==> config.mk <==
export PLATFORM = sky130hd
export DESIGN_NAME = arb_mux_n
export DESIGN_NICKNAME = d
export VERILOG_FILES = /design/src/rtl/arb_mux_n.sv
export SDC_FILE = /design/constraint.sdc
export NUM_CORES = 1
export LEC_CHECK = 0
export CAP_MARGIN = 5
export CELL_PAD_IN_SITES_DETAIL_PLACEMENT = 0
export CELL_PAD_IN_SITES_GLOBAL_PLACEMENT = 1
export CORE_MARGIN = 2
export CORE_UTILIZATION = 25
export DETAILED_ROUTE_END_ITERATION = 7
export PLACE_DENSITY = 0.89
export SYNTH_ARGS = -nofsm -noshare
export SYNTH_HDL_FRONTEND = slang
export SYNTH_SLANG_ARGS = --single-unit
==> constraint.sdc <==
create_clock -name clk -period 5.4 [get_ports clk]
set_input_delay 0.81 -clock clk [delete_from_list [all_inputs] [get_ports clk]]
set_output_delay 0.81 -clock clk [all_outputs]
set_load 0.03 [all_outputs]
==> src/rtl/arb_mux_n.sv <==
// ---------------------------------------------------------------------------
// arb_mux_n
//   N-input registered mux/arbiter. Each producer channel has its own
//   valid/ready handshake. One channel is granted per cycle, either by fixed
//   priority (lowest index wins) or by round-robin. The granted word is
//   captured in a one-entry output register that drains through the
//   out_valid/out_ready handshake. Simultaneous drain and load sustain one
//   word per cycle.
//
// Parameters
//   DATA_WIDTH : payload width in bits (>= 1)
//   NUM_IN     : number of input channels (>= 2, any value)
//   ARB_MODE   : 0 = fixed priority, 1 = round-robin
//
// Ports
//   clk       : rising-edge clock
//   rst_n     : asynchronous active-low reset
//   in_valid  : per-channel valid
//   in_data   : channel i occupies [i*DATA_WIDTH +: DATA_WIDTH]
//   in_ready  : per-channel ready (combinational, at most one bit set)
//   out_valid : output register holds a word
//   out_data  : registered payload of the granted channel
//   out_sel   : index of the channel that supplied out_data
//   out_ready : downstream accepts out_data this cycle
// ---------------------------------------------------------------------------
module arb_mux_n #(
    parameter int DATA_WIDTH = 32,
    parameter int NUM_IN     = 4,
    parameter int ARB_MODE   = 1,
    localparam int SEL_W     = (NUM_IN > 1) ? $clog2(NUM_IN) : 1
) (
    input  logic                         clk,
    input  logic                         rst_n,
    input  logic [NUM_IN-1:0]            in_valid,
    input  logic [NUM_IN*DATA_WIDTH-1:0] in_data,
    output logic [NUM_IN-1:0]            in_ready,
    output logic                         out_valid,
    output logic [DATA_WIDTH-1:0]        out_data,
    output logic [SEL_W-1:0]             out_sel,
    input  logic                         out_ready
);

    // Registered state
    logic                  out_valid_reg, out_valid_next;
    logic [DATA_WIDTH-1:0] out_data_reg,  out_data_next;
    logic [SEL_W-1:0]      out_sel_reg,   out_sel_next;
    logic [SEL_W-1:0]      rr_ptr_reg,    rr_ptr_next;

    // Arbitration results
    logic [DATA_WIDTH-1:0] lane_data [NUM_IN];
    logic [NUM_IN-1:0]     grant;
    logic [SEL_W-1:0]      grant_idx;
    logic                  grant_any;
    logic                  can_load;
    logic                  load;

    // Split the flat input bus into per-channel lanes.
    generate
        for (genvar gi = 0; gi < NUM_IN; gi++) begin : g_lane
            assign lane_data[gi] = in_data[gi*DATA_WIDTH +: DATA_WIDTH];
        end
    endgenerate

    // Grant selection. The loops run from the lowest-priority candidate
    // to the highest so that the last match (highest priority) wins.
    // Round-robin scans rr_ptr, rr_ptr+1, ... with explicit wrap so that
    // non-power-of-two channel counts never index past NUM_IN-1.
    always_comb begin
        int idx;
        grant_idx = '0;
        grant_any = 1'b0;
        idx       = 0;
        if (ARB_MODE == 0) begin
            for (int i = NUM_IN - 1; i >= 0; i--) begin
                if (in_valid[i]) begin
                    grant_idx = SEL_W'(i);
                    grant_any = 1'b1;
                end
            end
        end else begin
            for (int k = NUM_IN - 1; k >= 0; k--) begin
                idx = int'(rr_ptr_reg) + k;
                if (idx >= NUM_IN) begin
                    idx = idx - NUM_IN;
                end
                if (in_valid[idx]) begin
                    grant_idx = SEL_W'(idx);
                    grant_any = 1'b1;
                end
            end
        end
    end

    assign grant = grant_any ? (NUM_IN'(1) << grant_idx) : '0;

    // The register can take a word if it is empty or is draining this cycle.
    assign can_load = ~out_valid_reg | out_ready;
    assign load     = grant_any & can_load;

    // rst_n is folded in so no channel sees ready while reset is held,
    // even though the empty register would otherwise accept a word.
    assign in_ready = grant & {NUM_IN{can_load & rst_n}};

    // Next-state logic for the output register and round-robin pointer.
    always_comb begin
        out_valid_next = out_valid_reg;
        out_data_next  = out_data_reg;
        out_sel_next   = out_sel_reg;
        rr_ptr_next    = rr_ptr_reg;
        if (load) begin
            out_valid_next = 1'b1;
            out_data_next  = lane_data[grant_idx];
            out_sel_next   = grant_idx;
            if (ARB_MODE != 0) begin
                rr_ptr_next = (grant_idx == SEL_W'(NUM_IN - 1)) ? '0
                                                                : grant_idx + SEL_W'(1);
            end
        end else if (out_ready) begin
            // Drain without a replacement; payload and index keep their values.
            out_valid_next = 1'b0;
        end
    end

    always_ff @(posedge clk or negedge rst_n) begin
        if (!rst_n) begin
            out_valid_reg <= 1'b0;
            out_data_reg  <= '0;
            out_sel_reg   <= '0;
            rr_ptr_reg    <= '0;
        end else begin
            out_valid_reg <= out_valid_next;
            out_data_reg  <= out_data_next;
            out_sel_reg   <= out_sel_next;
            rr_ptr_reg    <= rr_ptr_next;
        end
    end

    assign out_valid = out_valid_reg;
    assign out_data  = out_data_reg;
    assign out_sel   = out_sel_reg;

endmodule

# Yosys cells after proc, flatten, opt, wreduce, memory -nomap -nowiden
# Cells that the tools add are included.
dict set report totals {
  word_cells 61
  regBits 37
}
dict set report classes {
  magnitude_cmp 9
  n_shift 1
  muxes 31
  reduce_logical 1
  n_eq_ne 1
  bitwise_logic 6
  addsub 8
}
# operator n
set ops {}
lappend ops {{32-bit two-way mux} 6}
lappend ops {{32-bit by 4-bit < comparator with 1-bit output (second input constant)} 4}
lappend ops {{32-bit binary-select mux with 2-bit select} 1}
lappend ops {{1-bit two-way mux} 14}
lappend ops {{3-bit greater-or-equal comparator (second input constant)} 4}
lappend ops {{3-bit by 3-bit subtractor with 4-bit output (second input constant)} 3}
lappend ops {{2-bit two-way mux} 5}
lappend ops {{1-bit binary-select mux with 2-bit select} 4}
lappend ops {{2-bit by 2-bit adder with 3-bit output (second input constant)} 2}
lappend ops {{4-bit bitwise AND} 1}
lappend ops {{4-bit two-way mux} 1}
lappend ops {{1-bit by 2-bit left shift with 4-bit output (first input constant)} 1}
lappend ops {{2-bit by 3-bit subtractor with 4-bit output (second input constant)} 1}
lappend ops {{2-bit by 1-bit adder with 3-bit output (second input constant)} 1}
lappend ops {{2-bit by 3-bit greater-or-equal comparator with 1-bit output (second input constant)} 1}
lappend ops {{2-bit NOT with 3-bit output} 1}
lappend ops {{2-bit by 1-bit adder with 2-bit output (second input constant)} 1}
lappend ops {{1-bit bitwise AND} 2}
lappend ops {{2-bit equality test (second input constant)} 1}
lappend ops {{2-bit nonzero test} 1}
lappend ops {{1-bit NOT} 1}
lappend ops {{1-bit bitwise OR} 1}

# Longest topological paths before layout
# Gate-level depths: netlist (run 1).
dict set report logic_depth {
  ltp_word 14
  mapped_depth 10
}

# Worst setup path after synthesis (run 1)
# OpenSTA, ideal clock, no wires.
dict set report synth_path {
  path_kind {input -> output}
  from {input port in_valid[2]}
  to {output port in_ready[1]}
  stages 7
  n_path_buf 3
  slack_ps 2136
  t_arrival_ps 2454
  cell_sequence {nor2b_1 a21o_1 a211o_1 clkbuf_1 buf_6 buf_6 nor3_1}
}
dict set report synth_between {
  elab_chain_len 10
}
# element line_no
set synth_rtl {}
lappend synth_rtl {{start: declaration} 34} ;# input logic [NUM_IN-1:0] in_valid,
lappend synth_rtl {{1-bit binary-select mux with 2-bit select} 86} ;# if (in_valid[idx]) begin
lappend synth_rtl {{1-bit two-way mux (not written as such) (2 in a row)} 86}
lappend synth_rtl {{2-bit two-way mux (4 in a row)} 86}
lappend synth_rtl {{1-bit by 2-bit left shift with 4-bit output} 94} ;# assign grant = grant_any ? (NUM_IN'(1) << grant_idx) : '0;
lappend synth_rtl {{4-bit two-way mux (*)} 94}
lappend synth_rtl {{4-bit bitwise AND (*)} 102} ;# assign in_ready = grant & {NUM_IN{can_load & rst_n}};
lappend synth_rtl {{end: declaration} 36} ;# output logic [NUM_IN-1:0] in_ready,
# Mark *: on every way between the ends. The rest lies on a longest branch, timed or not. The select of a mux whose other input is x is not followed.

# Worst setup path after layout (run 1)
dict set report layout_path {
  from {input port in_valid[2]}
  to {output port in_ready[3]}
}
# Same word-level chain as after synthesis.

==> metrics.txt, run 1 <==
run status=complete, no violations; proportion of layout cells with a drive suffix above 1=4.15%; number of non-filler instances in the completed layout=494; global-route wire length before repair=12,300 µm; post-route minimum period=between 3 and 4 ns; largest net degree at the start of global routing=66; Fin. Hold Viols=0; buffers and inverters on the worst path=3; required time of the worst setup path=4.59 ns; peak per-stage delay on the critical path=0.67 ns; clock net sink count=37; worst hold stages=2; Synth cell types=23; Largest register FFs=32; number of cells in the design after placement=486; number of cells produced by synthesis=about 220; Synthesized Nets=354; Residual DRC=0; type of element capturing the critical path=primary output; Worst Clk Skew=0.00478 ns; relative contribution of combinational cells to total power=61.8%; maximum achievable frequency=263 MHz; Max-slew headroom=30.5%; Crit path max-delay family=buffers and inverters; worst reg2reg path endpoint=out_data[20]; Tightest Pin Transition=1.04 ns; largest fanout on the critical path=4; part of the cycle the worst path needs=70.3%; final hold slack=0.480 ns; pre-CTS setup slack=1.61 ns; Int Power=0.972 mW; number of DRC violations after detailed-routing iteration 0=43; arrival time of data at the critical path endpoint=between 2 and 3 ns; mean number of vias per cell=a little under 5; most common cell after layout, fill and taps aside=clkdlybuf4s50_1; post-detailed-route wirelength per cell=between 15 and 20 µm; final sum of negative setup slack=0 ns; Longest Clk Path Bufs=2; total cell area at the placement stage=~4100 µm²; starting density of the core=25.8%; clock transition time at the flip-flop clock pins of the worst setup and hold paths=approximately 0.070 ns; number of global-route vias before repair=2,558; Worst Reg-to-Reg Cells=6; Setup crit start kind=input pin; sequential share of power=a little over a quarter; Finish-stage setup viols=0; TritonCTS clock tree=done; number of top-level design ports=around 170; Final ANT Viol Nets=0; clock insertion delay at the later pin of the skew report=0.28 ns; H-tree levels=2; final net count=521; setup slack of the critical path after layout=1.60 ns; highest-count cells in the layout ignoring fill and taps=clkdlybuf4s50_1 (172), mux2i_1 (64), nand2_1 (43); count of pins over their slew limit=0; length of the first detailed-routing pass in iterations=4; overall overflow remaining after global route=0; placeable core region=8760 µm²; count of state elements after synthesis=37; HPWL Detailed=5750 µm; Hold Path Class=reg2reg; R2R Path Start=rr_ptr_reg[0]; power per standard cell area=~410 nW/µm²; cell area after layout=4150 µm²; CP Class=in2out; total wire length after detailed routing=7620 µm; worst ir drop on vdd=0.184 mV; static leakage power=1.83 nW; hold path endpoint=out_sel[1]; final weighted congestion of routability-driven global placement=0.846; slack of the worst reg-to-reg path=around 3.1 ns; switch share=between 40% and 50%; worst setup path startpoint=in_valid[2]; RSZ-0062 raised after global routing=no; Area Overhead vs Synth=83.2%; Die Height=99.2 µm; CTS hold repair buffers=0; max-cap viol count=0; Avg Inst Size Synth=about 10 µm²; number of antenna violations at the first check in global routing=0; clock root buffer=clkbuf_8; slowest CP cell=clkdlybuf4s50_1; origin of the worst min-delay path=out_sel[1]; cell-by-cell listing of the critical path=clkdlybuf4s50_1, nor2b_1, a21o_1, a211o_4, inv_2, ha_1, and3_1, clkdlybuf4s50_1; Die W=slightly below 100 µm; total setup buffers inserted after CTS=0; critical path's most frequent cell=clkdlybuf4s50_1; number of buffers created by CTS=5; switching power summed over all nets=0.715 mW; Std-Cell Rows=34; post-cts gate resize count=0; aggregate global-route resource usage=between 10% and 20%; sequential share of the synthesized area=40.9%; detailed-route via count=about 2,400; number of antenna repair diodes=0; combined area of all synthesized cells=around 2300 µm²; I/O Buffers=173; Clk pwr share=11.1%; total of warnings raised by yosys=0; die area=9840 µm²
[through the flow]
step	utilization [%]	power (mW)
after floorplan	-	1.10
after global placement	46.4	1.50
after detailed placement	46.4	1.52
after CTS	47.3	1.72
after global routing	47.3	1.80
final	47.3	1.69
[power groups by stage]
stage               clock network [mW]  registers, mW  logic [mW]
finish                           0.187          0.458        1.04
global route                     0.211          0.474        1.11
CTS                              0.198          0.458        1.06
detailed placement                   0          0.462        1.06
global placement                     0          0.458        1.04
floorplan                            0          0.682       0.420
[worst max path at each step]
stage	endpoint	cells after the start	slack, ns
CTS	in_ready[3]	8	1.61
floorplan	in_ready[1]	7	2.14
global placement	in_ready[3]	8	1.66
finish	in_ready[3]	8	1.60
global route	in_ready[3]	8	1.52
detailed placement	in_ready[3]	8	1.61
[logic make-up (layout without fill, tap and decap cells)]
group           count (synthesis)  count (layout)  synth area share [%]
compound gates                 41              41                  15.1
fa+ha+maj                       1               1                 0.552
buf+inv                        21             189                  5.19
flops                          37              37                  40.9
mux                            64              64                  28.3
simple gates                   54              54                  10.0
[worst min-delay path: cells and delay by family, from the launching register on]
family | cells | cell delay [ns]
DFF | 1 | 0.35
and+or+nand+nor | 2 | 0.10
[routing by layer]
metal	part of all wire, %	up-vias	GRT usage [%]
li1	-	1156	-
met1	38	1118	16.5
met2	53	93	28.9
met3	8.1	13	4.85
met4	1.8	0	4.74
met5	0	-	0
[synthesized netlist by cell type]
cell / n / area [µm²]
nor3_1: 2 / 10.0
dfrtp_1: 37 / 926
clkbuf_1: 7 / 26.3
a21oi_1: 3 / 15.0
inv_2: 2 / 7.51
o221ai_1: 32 / 280
o21ai_1: 1 / 5.00
mux2i_1: 64 / 641
a211o_1: 1 / 8.76
buf_6: 4 / 45.0
nor2_1: 1 / 3.75
buf_2: 7 / 35.0
nor4_1: 1 / 6.26
nand2_1: 43 / 161
and3_1: 1 / 6.26
clkinv_1: 1 / 3.75
nor3b_1: 1 / 7.51
ha_1: 1 / 12.5
nor2b_1: 2 / 12.5
nand2b_1: 3 / 18.8
o31ai_1: 1 / 7.51
o32a_1: 1 / 10.0
a21o_1: 2 / 15.0
[area by class of cell]
class | instances | area (µm²)
multi-input cells | 160 | 1230
flip-flops and latches | 37 | 926
clock inverters | 2 | 10.0
fillers | 852 | 4610
well taps | 108 | 135
inverters | 3 | 11.3
repair buffers | 178 | 1760
clock buffers | 6 | 72.6
(Power assumes the default switching activity.)
==> run 2: changes to the inputs <==
CORE_UTILIZATION = 24   (was 25)
PLACE_DENSITY = 0.86   (was 0.89)
clock period = 3.82 ns   (was 5.4 ns; I/O delays follow)
==> run 2 against run 1 <==
Utilization is 2.1 points lower. Register-to-register slack got worse by 1.3 ns. Via count about the same. Critical path depth unchanged. Sequential cell count unchanged. Die area up 4.0%. Worst hold slack worse by 0.11 ns. Non-clock buffer count grew 1. Sequential power up 41%.
==> metrics.txt, run 2 (synthesis results as in run 1) <==
number of global-route vias before repair=2,396 (-6.3%); Area Overhead vs Synth=83.6%; worst ir drop on vdd=0.233 mV (+26%); slowest CP cell=clkdlybuf4s50_1; TritonCTS clock tree=done; mean number of vias per cell=4.78 (-0.76%); Global Route met1 Usage=17.3% (+0.74 points); number of antenna violations at the first check in global routing=0 (unchanged); total wire length after detailed routing=7700 µm (+1.1%); clock root buffer=clkbuf_8; H-tree levels=2 (unchanged); Int Power=1.37 mW (+41%); CP Class=in2out; pre-CTS setup slack=0.486 ns (-1.13 ns); final weighted congestion of routability-driven global placement=0.764 (-9.6%); post-cts gate resize count=0 (unchanged); Die Height=101 µm (+2.0%); Tightest Pin Transition=0.685 ns (-0.358 ns); largest fanout on the critical path=4 (unchanged); peak per-stage delay on the critical path=0.66 ns (about the same); clock transition time at the flip-flop clock pins of the worst setup and hold paths=0.07 ns (about the same); Setup crit start kind=input pin; required time of the worst setup path=3.25 ns (-1.34 ns); maximum achievable frequency=302 MHz; length of the first detailed-routing pass in iterations=4 (unchanged); type of element capturing the critical path=primary output; HPWL Detailed=6000 µm (+4.4%); switching power summed over all nets=1.01 mW (+41%); largest net degree at the start of global routing=38 (-42%); met2 demand-to-capacity share in global routing=25.8% (-3.1 points); Top Usage Layer GRT=met2; overall overflow remaining after global route=0 (unchanged); Worst Reg-to-Reg Cells=6 (unchanged); max-cap viol count=0 (unchanged); static leakage power=1.83 nW (about the same); Crit path max-delay family=buffers and inverters; detailed-route via count=2,381 (+0.042%); number of DRC violations after detailed-routing iteration 0=71 (+65%); CTS hold repair buffers=0 (unchanged); run status=complete, no violations; Longest Clk Path Bufs=2 (unchanged); RSZ-0062 raised after global routing=no; Fin. Hold Viols=0 (unchanged); sequential share of power=27.1% (about the same); total setup buffers inserted after CTS=0 (unchanged); switch share=42.4% (about the same); most common cell after layout, fill and taps aside=clkdlybuf4s50_1; power per standard cell area=573 nW/µm² (+41%); number of top-level design ports=174 (unchanged); placeable core region=9200 µm² (+4.9%); number of antenna repair diodes=0 (unchanged); cell-by-cell listing of the critical path=clkdlybuf4s50_1, nand2b_1, a21oi_1, a211o_4, inv_2, ha_1, and3_1, clkdlybuf4s50_1; Residual DRC=0 (unchanged); I/O Buffers=173 (unchanged); Finish-stage setup viols=0 (unchanged); buffers and inverters on the worst path=3 (unchanged); starting density of the core=24.6% (-1.2 points); Final ANT Viol Nets=0 (unchanged); count of pins over their slew limit=0 (unchanged); Die W=101 µm (+2.0%); proportion of layout cells with a drive suffix above 1=3.88% (-0.27 points); highest-count cells in the layout ignoring fill and taps=clkdlybuf4s50_1 (172), mux2i_1 (64), nand2_1 (43); final net count=522 (+0.19%); clock insertion delay at the later pin of the skew report=0.28 ns (about the same); Worst Clk Skew=0.00540 ns (+0.000623 ns); die area=10,200 µm² (+4.0%); Std-Cell Rows=35 (+2.9%); post-detailed-route wirelength per cell=15.5 µm (+0.30%); number of buffers created by CTS=5 (unchanged); M3 GR Usage=4.00% (-0.85 points); part of the cycle the worst path needs=between 80% and 90%; post-route minimum period=3.31 ns; depth of the critical timing path with buffers and inverters included=8 (unchanged); setup slack of the critical path after layout=0.505 ns (-1.10 ns); critical path's most frequent cell=clkdlybuf4s50_1; final sum of negative setup slack=0 ns (unchanged); arrival time of data at the critical path endpoint=2.74 ns (-0.25 ns); Largest register FFs=32 (unchanged); relative contribution of combinational cells to total power=61.8% (about the same); Max-slew headroom=54.3% (+24 points); Clk pwr share=11.1% (about the same); aggregate global-route resource usage=14.7% (-0.81 points); global-route wire length before repair=11,900 µm (-2.9%); clock net sink count=37 (unchanged); Hold Path Class=in2async
run 2: changes by cell type in the layout (fill, tap and decap cells not counted), sizes merged:
| cell | change |
|---|---|
| buf | +1 |
| clkbuf | +2 |
| clkinv | -2 |
run 2: worst register-to-register path, stage by stage (launching register included):
cell and delay [ns]:
dfrtp_1 0.39, nand2b_1 0.16, a21oi_1 0.21, a211o_4 0.15, buf_4 0.45, mux2i_1 0.35, o221ai_1 0.14
run 2: per-stage QoR:
stage / cells / util [%] / power (mW) / hold slack, ns / instance area (µm²)
6_report: 498 / 45.2 / 2.38 / 0.375 / 4160
3_5_place_dp: 490 / 44.3 / 2.15 / 0.463 / 4080
4_1_cts: 498 / 45.2 / 2.42 / 0.393 / 4160
5_1_grt: 498 / 45.2 / 2.54 / 0.417 / 4160
3_3_place_gp: 490 / 44.3 / 2.12 / 0.460 / 4080
2_1_floorplan: 218 / - / 1.56 / 0.277 / 2260
run 2: path summary, 6_finish.rpt:
kind | from | to | slack [ns]
worst max-delay path | in_valid[1] | in_ready[3] | 0.51
worst min-delay path | rst_n | out_data[13] | 0.38
worst max register to register | rr_ptr_reg[0] | out_data[26] | 1.82
worst min register to register | out_sel[1] | out_sel[1] | 0.49
max in group asynchronous | rst_n | out_data[25] | 3.11
min in group clk | out_sel[1] | out_sel[1] | 0.49
run 2: cell type report:
class,instances,area (µm²)
fillers,898,5040
repair buffers,179,1770
multi-input cells,160,1230
flip-flops and latches,37,926
well taps,111,139
clock buffers,8,80.1
inverters,3,11.3
run 2: power groups by stage:
stage	logic (mW)	clock network, mW	registers, mW
after global routing	1.58	0.293	0.669
after CTS	1.49	0.280	0.649
after floorplan	0.593	0	0.964
after global placement	1.47	0	0.646
after detailed placement	1.49	0	0.655
final	1.47	0.265	0.647
run 2: per-layer routing:
layer	vias to the layer above	wire, µm
met5	-	0
met4	0	127
met3	14	577
met2	101	3980
met1	1108	3010
li1	1158	-
